## src/rtl/bitstream_decoder_if.sv

```systemverilog
// Handshake/data bundle between a bitstream_decoder and its neuron source / readout consumer.
interface bitstream_decoder_if #(
    parameter int unsigned OUT_W = 9
);
    logic             start;
    logic             bit_in;
    logic             busy;
    logic [OUT_W-1:0] value_out;
    logic             out_valid;
    logic             out_ready;

    modport master (
        output start,
        output bit_in,
        output out_ready,
        input  busy,
        input  value_out,
        input  out_valid
    );

    modport slave (
        input  start,
        input  bit_in,
        input  out_ready,
        output busy,
        output value_out,
        output out_valid
    );
endinterface

```

## src/rtl/bitstream_decoder.sv

```systemverilog
// Stochastic bitstream decoder: counts ones over WINDOW_LEN cycles and presents the count via valid/ready.
// Optional macro BIPOLAR_EN: value_out becomes signed 2*ones - WINDOW_LEN (one extra bit wide).
module bitstream_decoder #(
    parameter int unsigned WINDOW_LEN = 256
) (
    input  logic                clk,
    input  logic                rst,
    bitstream_decoder_if.slave  bus
);

    localparam int unsigned COUNT_W = $clog2(WINDOW_LEN + 1);
    localparam int unsigned SAMP_W  = $clog2(WINDOW_LEN);
`ifdef BIPOLAR_EN
    localparam int unsigned OUT_W   = COUNT_W + 1;
`else
    localparam int unsigned OUT_W   = COUNT_W;
`endif

    typedef enum logic [1:0] {
        ST_IDLE  = 2'd0,
        ST_ACCUM = 2'd1,
        ST_HOLD  = 2'd2
    } state_t;

    state_t              r_state;
    state_t              w_state_nxt;
    logic [COUNT_W-1:0]  r_ones_cnt;
    logic [COUNT_W-1:0]  w_ones_nxt;
    logic [SAMP_W-1:0]   r_sample_cnt;
    logic [SAMP_W-1:0]   w_sample_nxt;
    logic [OUT_W-1:0]    r_value_out;
    logic [OUT_W-1:0]    w_value_nxt;
    logic                r_out_valid;
    logic                w_out_valid_nxt;
    logic                r_busy;
    logic                w_busy_nxt;

    logic [COUNT_W-1:0]  w_final_sum;
    logic [OUT_W-1:0]    w_result;
    logic                w_last;

    // Sum including the current sample; only consumed in ACCUM so an X on bit_in elsewhere is harmless
    assign w_final_sum = r_ones_cnt + COUNT_W'(bus.bit_in);
    assign w_last      = (r_sample_cnt == SAMP_W'(WINDOW_LEN - 1));

`ifdef BIPOLAR_EN
    assign w_result = {w_final_sum, 1'b0} - OUT_W'(WINDOW_LEN);
`else
    assign w_result = w_final_sum;
`endif

    // State and datapath registers
    always_ff @(posedge clk) begin
        if (rst) begin
            r_state      <= ST_IDLE;
            r_ones_cnt   <= '0;
            r_sample_cnt <= '0;
            r_value_out  <= '0;
            r_out_valid  <= 1'b0;
            r_busy       <= 1'b0;
        end else begin
            r_state      <= w_state_nxt;
            r_ones_cnt   <= w_ones_nxt;
            r_sample_cnt <= w_sample_nxt;
            r_value_out  <= w_value_nxt;
            r_out_valid  <= w_out_valid_nxt;
            r_busy       <= w_busy_nxt;
        end
    end

    // Next-state and next-output logic
    always_comb begin
        w_state_nxt     = r_state;
        w_ones_nxt      = r_ones_cnt;
        w_sample_nxt    = r_sample_cnt;
        w_value_nxt     = r_value_out;
        w_out_valid_nxt = r_out_valid;
        w_busy_nxt      = r_busy;

        unique case (r_state)
            ST_IDLE: begin
                if (bus.start) begin
                    w_state_nxt  = ST_ACCUM;
                    w_ones_nxt   = '0;
                    w_sample_nxt = '0;
                    w_busy_nxt   = 1'b1;
                end
            end
            ST_ACCUM: begin
                w_ones_nxt = w_final_sum;
                if (w_last) begin
                    w_sample_nxt    = '0;
                    w_value_nxt     = w_result;
                    w_out_valid_nxt = 1'b1;
                    w_busy_nxt      = 1'b0;
                    w_state_nxt     = ST_HOLD;
                end else begin
                    w_sample_nxt = r_sample_cnt + SAMP_W'(1);
                end
            end
            ST_HOLD: begin
                if (r_out_valid && bus.out_ready) begin
                    w_out_valid_nxt = 1'b0;
                    if (bus.start) begin
                        w_state_nxt  = ST_ACCUM;
                        w_ones_nxt   = '0;
                        w_sample_nxt = '0;
                        w_busy_nxt   = 1'b1;
                    end else begin
                        w_state_nxt = ST_IDLE;
                    end
                end
            end
            default: begin
                w_state_nxt     = ST_IDLE;
                w_out_valid_nxt = 1'b0;
                w_busy_nxt      = 1'b0;
            end
        endcase
    end

    assign bus.busy      = r_busy;
    assign bus.value_out = r_value_out;
    assign bus.out_valid = r_out_valid;

endmodule
```

## src/flat_wrapper.sv

```systemverilog
// flat-port wrapper written by rule: the top's interface ports become plain ports
module bitstream_decoder_flat 
#(
    parameter int unsigned WINDOW_LEN = 256
)
  (clk, rst, bus_start, bus_bit_in, bus_out_ready, bus_busy, bus_value_out, bus_out_valid);
  bitstream_decoder_if bus_i ();
  input  logic clk;
  input  logic rst;
  input wire logic [$bits(bus_i.start)-1:0] bus_start;
  input wire logic [$bits(bus_i.bit_in)-1:0] bus_bit_in;
  input wire logic [$bits(bus_i.out_ready)-1:0] bus_out_ready;
  output wire logic [$bits(bus_i.busy)-1:0] bus_busy;
  output wire logic [$bits(bus_i.value_out)-1:0] bus_value_out;
  output wire logic [$bits(bus_i.out_valid)-1:0] bus_out_valid;
  assign bus_i.start = bus_start;
  assign bus_i.bit_in = bus_bit_in;
  assign bus_i.out_ready = bus_out_ready;
  assign bus_busy = bus_i.busy;
  assign bus_value_out = bus_i.value_out;
  assign bus_out_valid = bus_i.out_valid;
  bitstream_decoder #(.WINDOW_LEN(WINDOW_LEN)) u_core (.clk(clk), .rst(rst), .bus(bus_i));
endmodule
```

## config.mk

```make
export PLATFORM = sky130hd
export DESIGN_NAME = bitstream_decoder_flat
export DESIGN_NICKNAME = d
export VERILOG_FILES = /design/src/rtl/bitstream_decoder_if.sv /design/src/rtl/bitstream_decoder.sv /design/src/flat_wrapper.sv
export SDC_FILE = /design/constraint.sdc
export NUM_CORES = 1
export LEC_CHECK = 0
export ABC_AREA = 1
export CORE_AREA = 4 4 55 57
export CTS_CLUSTER_DIAMETER = 60
export CTS_CLUSTER_SIZE = 28
export DETAILED_ROUTE_END_ITERATION = 8
export DIE_AREA = 0 0 59 61
export MAX_ROUTING_LAYER = met4
export PLACE_DENSITY = 0.81
export SYNTH_ARGS = -nofsm -noshare
export SYNTH_HDL_FRONTEND = slang
export SYNTH_SLANG_ARGS = --single-unit
```

## constraint.sdc

```tcl
create_clock -name clk -period 2.6 [get_ports clk]
set_clock_uncertainty 0.15 [all_clocks]
set_input_delay 0.52 -clock clk [delete_from_list [all_inputs] [get_ports clk]]
set_output_delay 0.52 -clock clk [all_outputs]
set_load 0.02 [all_outputs]
```

## Yosys cells after proc, flatten, opt, wreduce, memory -nomap -nowiden

Cells that the tools add are included.

- Bits in registers: 30
- Bits of input ports: 5
- Output and inout bits: 11
- Logic and storage cells: 42

- Add/sub/neg operators: 2
- Equality and inequality tests: 6
- Mux-type cells: 19
- Bitwise gates (word level): 1
- Reductions and logical operators: 8

Operators by type and width:

| operator | number |
|---|---|
| $pmux 9 s3 | 1 |
| $mux 8 | 3 |
| $pmux 8 s3 | 1 |
| $mux 9 | 2 |
| $add 9x1->9 | 1 |
| $add 8x1->8 const B | 1 |
| $eq 8x8->1 const B | 1 |
| $mux 1 | 6 |
| $mux 2 | 3 |
| $pmux 1 s3 | 2 |
| $pmux 2 s3 | 1 |
| $reduce_and 2->1 | 3 |
| $reduce_and 3->1 | 2 |
| $ne 2x1->1 const B | 2 |
| $reduce_bool 3->1 | 1 |
| $eq 2x1->1 const B | 1 |
| $eq 2x2->1 const B | 1 |
| $logic_not 2->1 | 1 |
| $ne 2x2->1 const B | 1 |
| $logic_and 1x1->1 | 1 |
| $not 1->1 | 1 |

## Depth between registers and ports, before layout

- Word-level depth: 3
- Depth in mapped cells: 9
- Depth with buffers taken out: 9

## Least setup slack after synthesis

OpenSTA, ideal clock, no wires.

- Path type: input to register
- Start: input port bus_bit_in
- End: register u_core.r_ones_cnt[6]
- Library setup time: 0.134 ns
- Arrival time: 1.351 ns
- Data required time: 2.316 ns
- Path slack: 0.965 ns
- Stages on the path: 9
- Path buffers: 0
- Cells stage by stage: ha_1 ha_1 nand3_1 nor2_1 nand2_1 nand2_1 nand2_1 nand2_1 a21oi_1

- Word-level cells in the longest chain between the ends: 2

RTL lines:

| what | RTL line | text |
|---|---|---|
| start, declared | flat_wrapper.sv:11 | `input wire logic [$bits(bus_i.bit_in)-1:0] bus_bit_in;` |
| $add 9x1->9 | bitstream_decoder.sv:43 | `assign w_final_sum = r_ones_cnt + COUNT_W'(bus.bit_in);` |
| $pmux 9 s3 | bitstream_decoder.sv:80 | `unique case (r_state)` |
| end signal, assigned | bitstream_decoder.sv:63 | `r_ones_cnt <= w_ones_nxt;` |
| end, declared | bitstream_decoder.sv:27 | `logic [COUNT_W-1:0] r_ones_cnt;` |

Every way passes these cells.
A chain may end at the register's enable or synchronous reset.

## Worst setup path after layout

- Start: register u_core.r_out_valid, in the netlist u_core.bus.out_valid
- End: output port bus_out_valid

RTL lines:

| what | RTL line | text |
|---|---|---|
| start, declared | bitstream_decoder.sv:33 | `logic r_out_valid;` |
| start signal, assigned | bitstream_decoder.sv:66 | `r_out_valid <= w_out_valid_nxt;` |
| end, declared | flat_wrapper.sv:15 | `output wire logic [$bits(bus_i.out_valid)-1:0] bus_out_valid;` |

No word-level cell between the ends.

==> impl_metrics.env <==
export IMPL_status="finished, final reports clean"
export IMPL_critPathMaxFanout=3
export IMPL_antenna_violations_before_repair=0
export IMPL_avgRoutedWirePerCell_um=12.1
export IMPL_net_switching_power_mw=0.203
export IMPL_crit_path_max_incr_delay_ns=0.61
export IMPL_report_power_total_mw=0.794
export IMPL_yosys_area_share_adder=0.0258
export IMPL_area_growth_pct=14.0
export IMPL_synth_compound_area_frac=0.105
export IMPL_worst_path_dominant_cell_family="buffers and inverters"
export IMPL_post_synth_xor_area_fraction=0.0301
export IMPL_startpoint_type="flop"
export IMPL_die_h_um=61
export IMPL_cellLeakagePower_nw=0.675
export IMPL_mostFrequentLayoutCell="nand2_1"
export IMPL_number_of_global_route_vias_before_repair=1258
export IMPL_power_sequential_fraction=0.593
export IMPL_hold_ws_ns=0.314
export IMPL_ctsRootBufferMaster="clkbuf_4"
export IMPL_via_per_inst=5.23
export IMPL_hold_path_class="flop to flop"
export IMPL_postSynthAreaPerCell_um2=7.20
export IMPL_placedCellCount=243
export IMPL_vias=1308
export IMPL_htreeDepth=2
export IMPL_max_cap_violations=0
export IMPL_arrival_time_worst_endpoint_ns=1.29
export IMPL_synthSimpleGateAreaFrac=0.343
export IMPL_internal_dissipation_mw=0.591
export IMPL_placement_io_buffers=15
export IMPL_utilization=0.669
export IMPL_sequential_cell_area_um2=601
export IMPL_post_synth_num_cell_types=26
export IMPL_power_share_switching=0.256
export IMPL_yosys_warnings=0
export IMPL_fmaxAchievable_mhz=510
export IMPL_tritoncts_num_buffers=5
export IMPL_place_area_mm2=0.00161
export IMPL_power_per_cell_area_mw_per_mm2=479
export IMPL_multi_input_comb_area_um2=732
export IMPL_cts_max_path_buffers=2
export IMPL_global_route_usage_over_all_layers=0.207
export IMPL_cts_setup_buffers=0
export IMPL_tightest_slew_ns=0.356
export IMPL_crit_end_element="primary output"
export IMPL_first_pass_iters=4
export IMPL_placement_rows=18
export IMPL_placement_setup_worst_slack_ns=0.375
export IMPL_hold_buffers=0
export IMPL_crit_path_cell_trace="clkdlybuf4s50_1"
export IMPL_power_share_clock=0.313
export IMPL_clkSinkCount=30
export IMPL_area_of_the_die_mm2=0.00360
export IMPL_mostFrequentLayoutCells="62 x nand2_1, 30 x dfxtp_1, 20 x nor2_1"
export IMPL_layout_drive_gt1_share=0.118
export IMPL_cp_required_ns=1.93
export IMPL_final_max_slew_viol_count=0
export IMPL_timing_setup_critical_path_class="flop to primary output"
export IMPL_tritoncts="yes"
export IMPL_yosys_mux_area_fraction=0
export IMPL_worst_skew_pair_late_latency_ns=0.33
export IMPL_hpwlAfterDp_um=2090
export IMPL_synth_seq_area_share=0.413
export IMPL_fin_tns_setup_ns=0
export IMPL_die_x_um=59
export IMPL_design_final_nets=228
export IMPL_max_slew_margin_rel=0.763
export IMPL_synth_top_family_by_area="simple AND/OR/NAND/NOR gates"
export IMPL_place_gp_congestion=0.810
export IMPL_first_pass_grt_wire_length_um=5340
export IMPL_final_setup_worst_slack_ns=0.638
export IMPL_clkSlewWorstSetupHoldPaths_ns=0.09
export IMPL_postSynthNetCount=210
export IMPL_grt_overflow_total=0
export IMPL_start_util=0.587
export IMPL_register_bit_total_from_synthesis=30
export IMPL_cts_repair_resize_count=0
export IMPL_final_cell_count_no_fill=250
export IMPL_finish_instance_area_mm2=0.00166
export IMPL_worst_path_buf_inv=1
export IMPL_initialDrtViolationCount=56
export IMPL_fin_crit_ns=1.96
export IMPL_io_pin_count=16
export IMPL_setup_repair_after_global_routing_missed_its_margin="no"
export IMPL_max_vdd_ir_drop_mv=0.325
export IMPL_timing_final_setup_violations=0
export IMPL_route_final_wire_length_um=3020
export IMPL_ant_nets=0
export IMPL_synthCells=202
export IMPL_crit_start="u_core.bus.out_valid$_SDFFE_PP0P_"
export IMPL_crit_reg2reg_launch="u_core.r_sample_cnt[1]$_SDFFE_PP0P_"
export IMPL_worst_hold_startpoint="u_core.bus.value_out[4]$_SDFFE_PP0P_"
export IMPL_netlist_area_mm2=0.00145
export IMPL_pwr_share_comb=0.094
export IMPL_drt_drc_violations_left=0
export IMPL_period_utilisation_layout=0.755
export IMPL_core_footprint_mm2=0.00248
export IMPL_num_antenna_cells=0
export IMPL_worst_path_max_delay_cell="clkdlybuf4s50_1"
export IMPL_fillers=238
export IMPL_hold_viol=0
export IMPL_grt_start_max_net_pins=20
Yosys cell counts (all sizes together):
| library cell | count | area [µm²] |
|---|---|---|
| xor2 | 3 | 26.3 |
| ha | 3 | 37.5 |
| buf | 5 | 36.3 |
| nand2 | 69 | 287 |
| nor2 | 25 | 125 |
| inv | 22 | 85.1 |
| nand3 | 10 | 55.1 |
| a21oi | 21 | 116 |
| xnor2 | 2 | 17.5 |
| nand4 | 3 | 18.8 |
| o22ai | 1 | 6.26 |
| nand3b | 1 | 7.51 |
| dfxtp | 30 | 601 |
| nor3 | 1 | 5.00 |
| o21ai | 6 | 30.0 |
logic make-up after synthesis:
group / Yosys count
XOR/XNOR: 5
adder cells (fa/ha/maj): 3
AND/OR/NAND/NOR: 109
AO/OA/AOI/OAI: 28
flip-flops: 30
buffers and inverters: 27
registers in the layout, indices dropped and copies added (netlist names):
name                  flops
u_core.bus.out_valid      1
u_core.bus.busy           1
u_core.r_sample_cnt       8
u_core.r_state            2
u_core.r_ones_cnt         9
u_core.bus.value_out      9
power groups by stage:
| stage | registers (mW) | logic, mW | clock network, mW |
|---|---|---|---|
| after floorplan | 0.482 | 0.0533 | 0 |
| after global placement | 0.481 | 0.0712 | 0 |
| after detailed placement | 0.481 | 0.0740 | 0 |
| after CTS | 0.471 | 0.0752 | 0.257 |
| after global routing | 0.472 | 0.0841 | 0.281 |
| final | 0.471 | 0.0750 | 0.248 |
metal layers:
layer,vias up,global-route usage,wire [µm]
met2,40,0.344,1450
met1,594,0.226,1350
met3,6,0.0702,168
met4,0,0.0841,48
met5,-,-,0
li1,668,-,-
path summary, 6_finish.rpt:
kind	end	slack [ns]	depth (start not counted)
min	u_core.bus.value_out[4]$_SDFFE_PP0P_	0.31	2
min reg2reg	u_core.bus.value_out[4]$_SDFFE_PP0P_	0.31	2
max	bus_out_valid	0.64	1
max reg2reg	u_core.bus.value_out[7]$_SDFFE_PP0P_	0.99	8
final cells by class:
type	instances	area share
inverter	22	0.0513
timing repair buffer	16	0.0951
sequential	30	0.362
tap	30	0.0226
multi-input combinational	145	0.442
clock buffer	7	0.0272
Power figures use the tool's default switching activity.
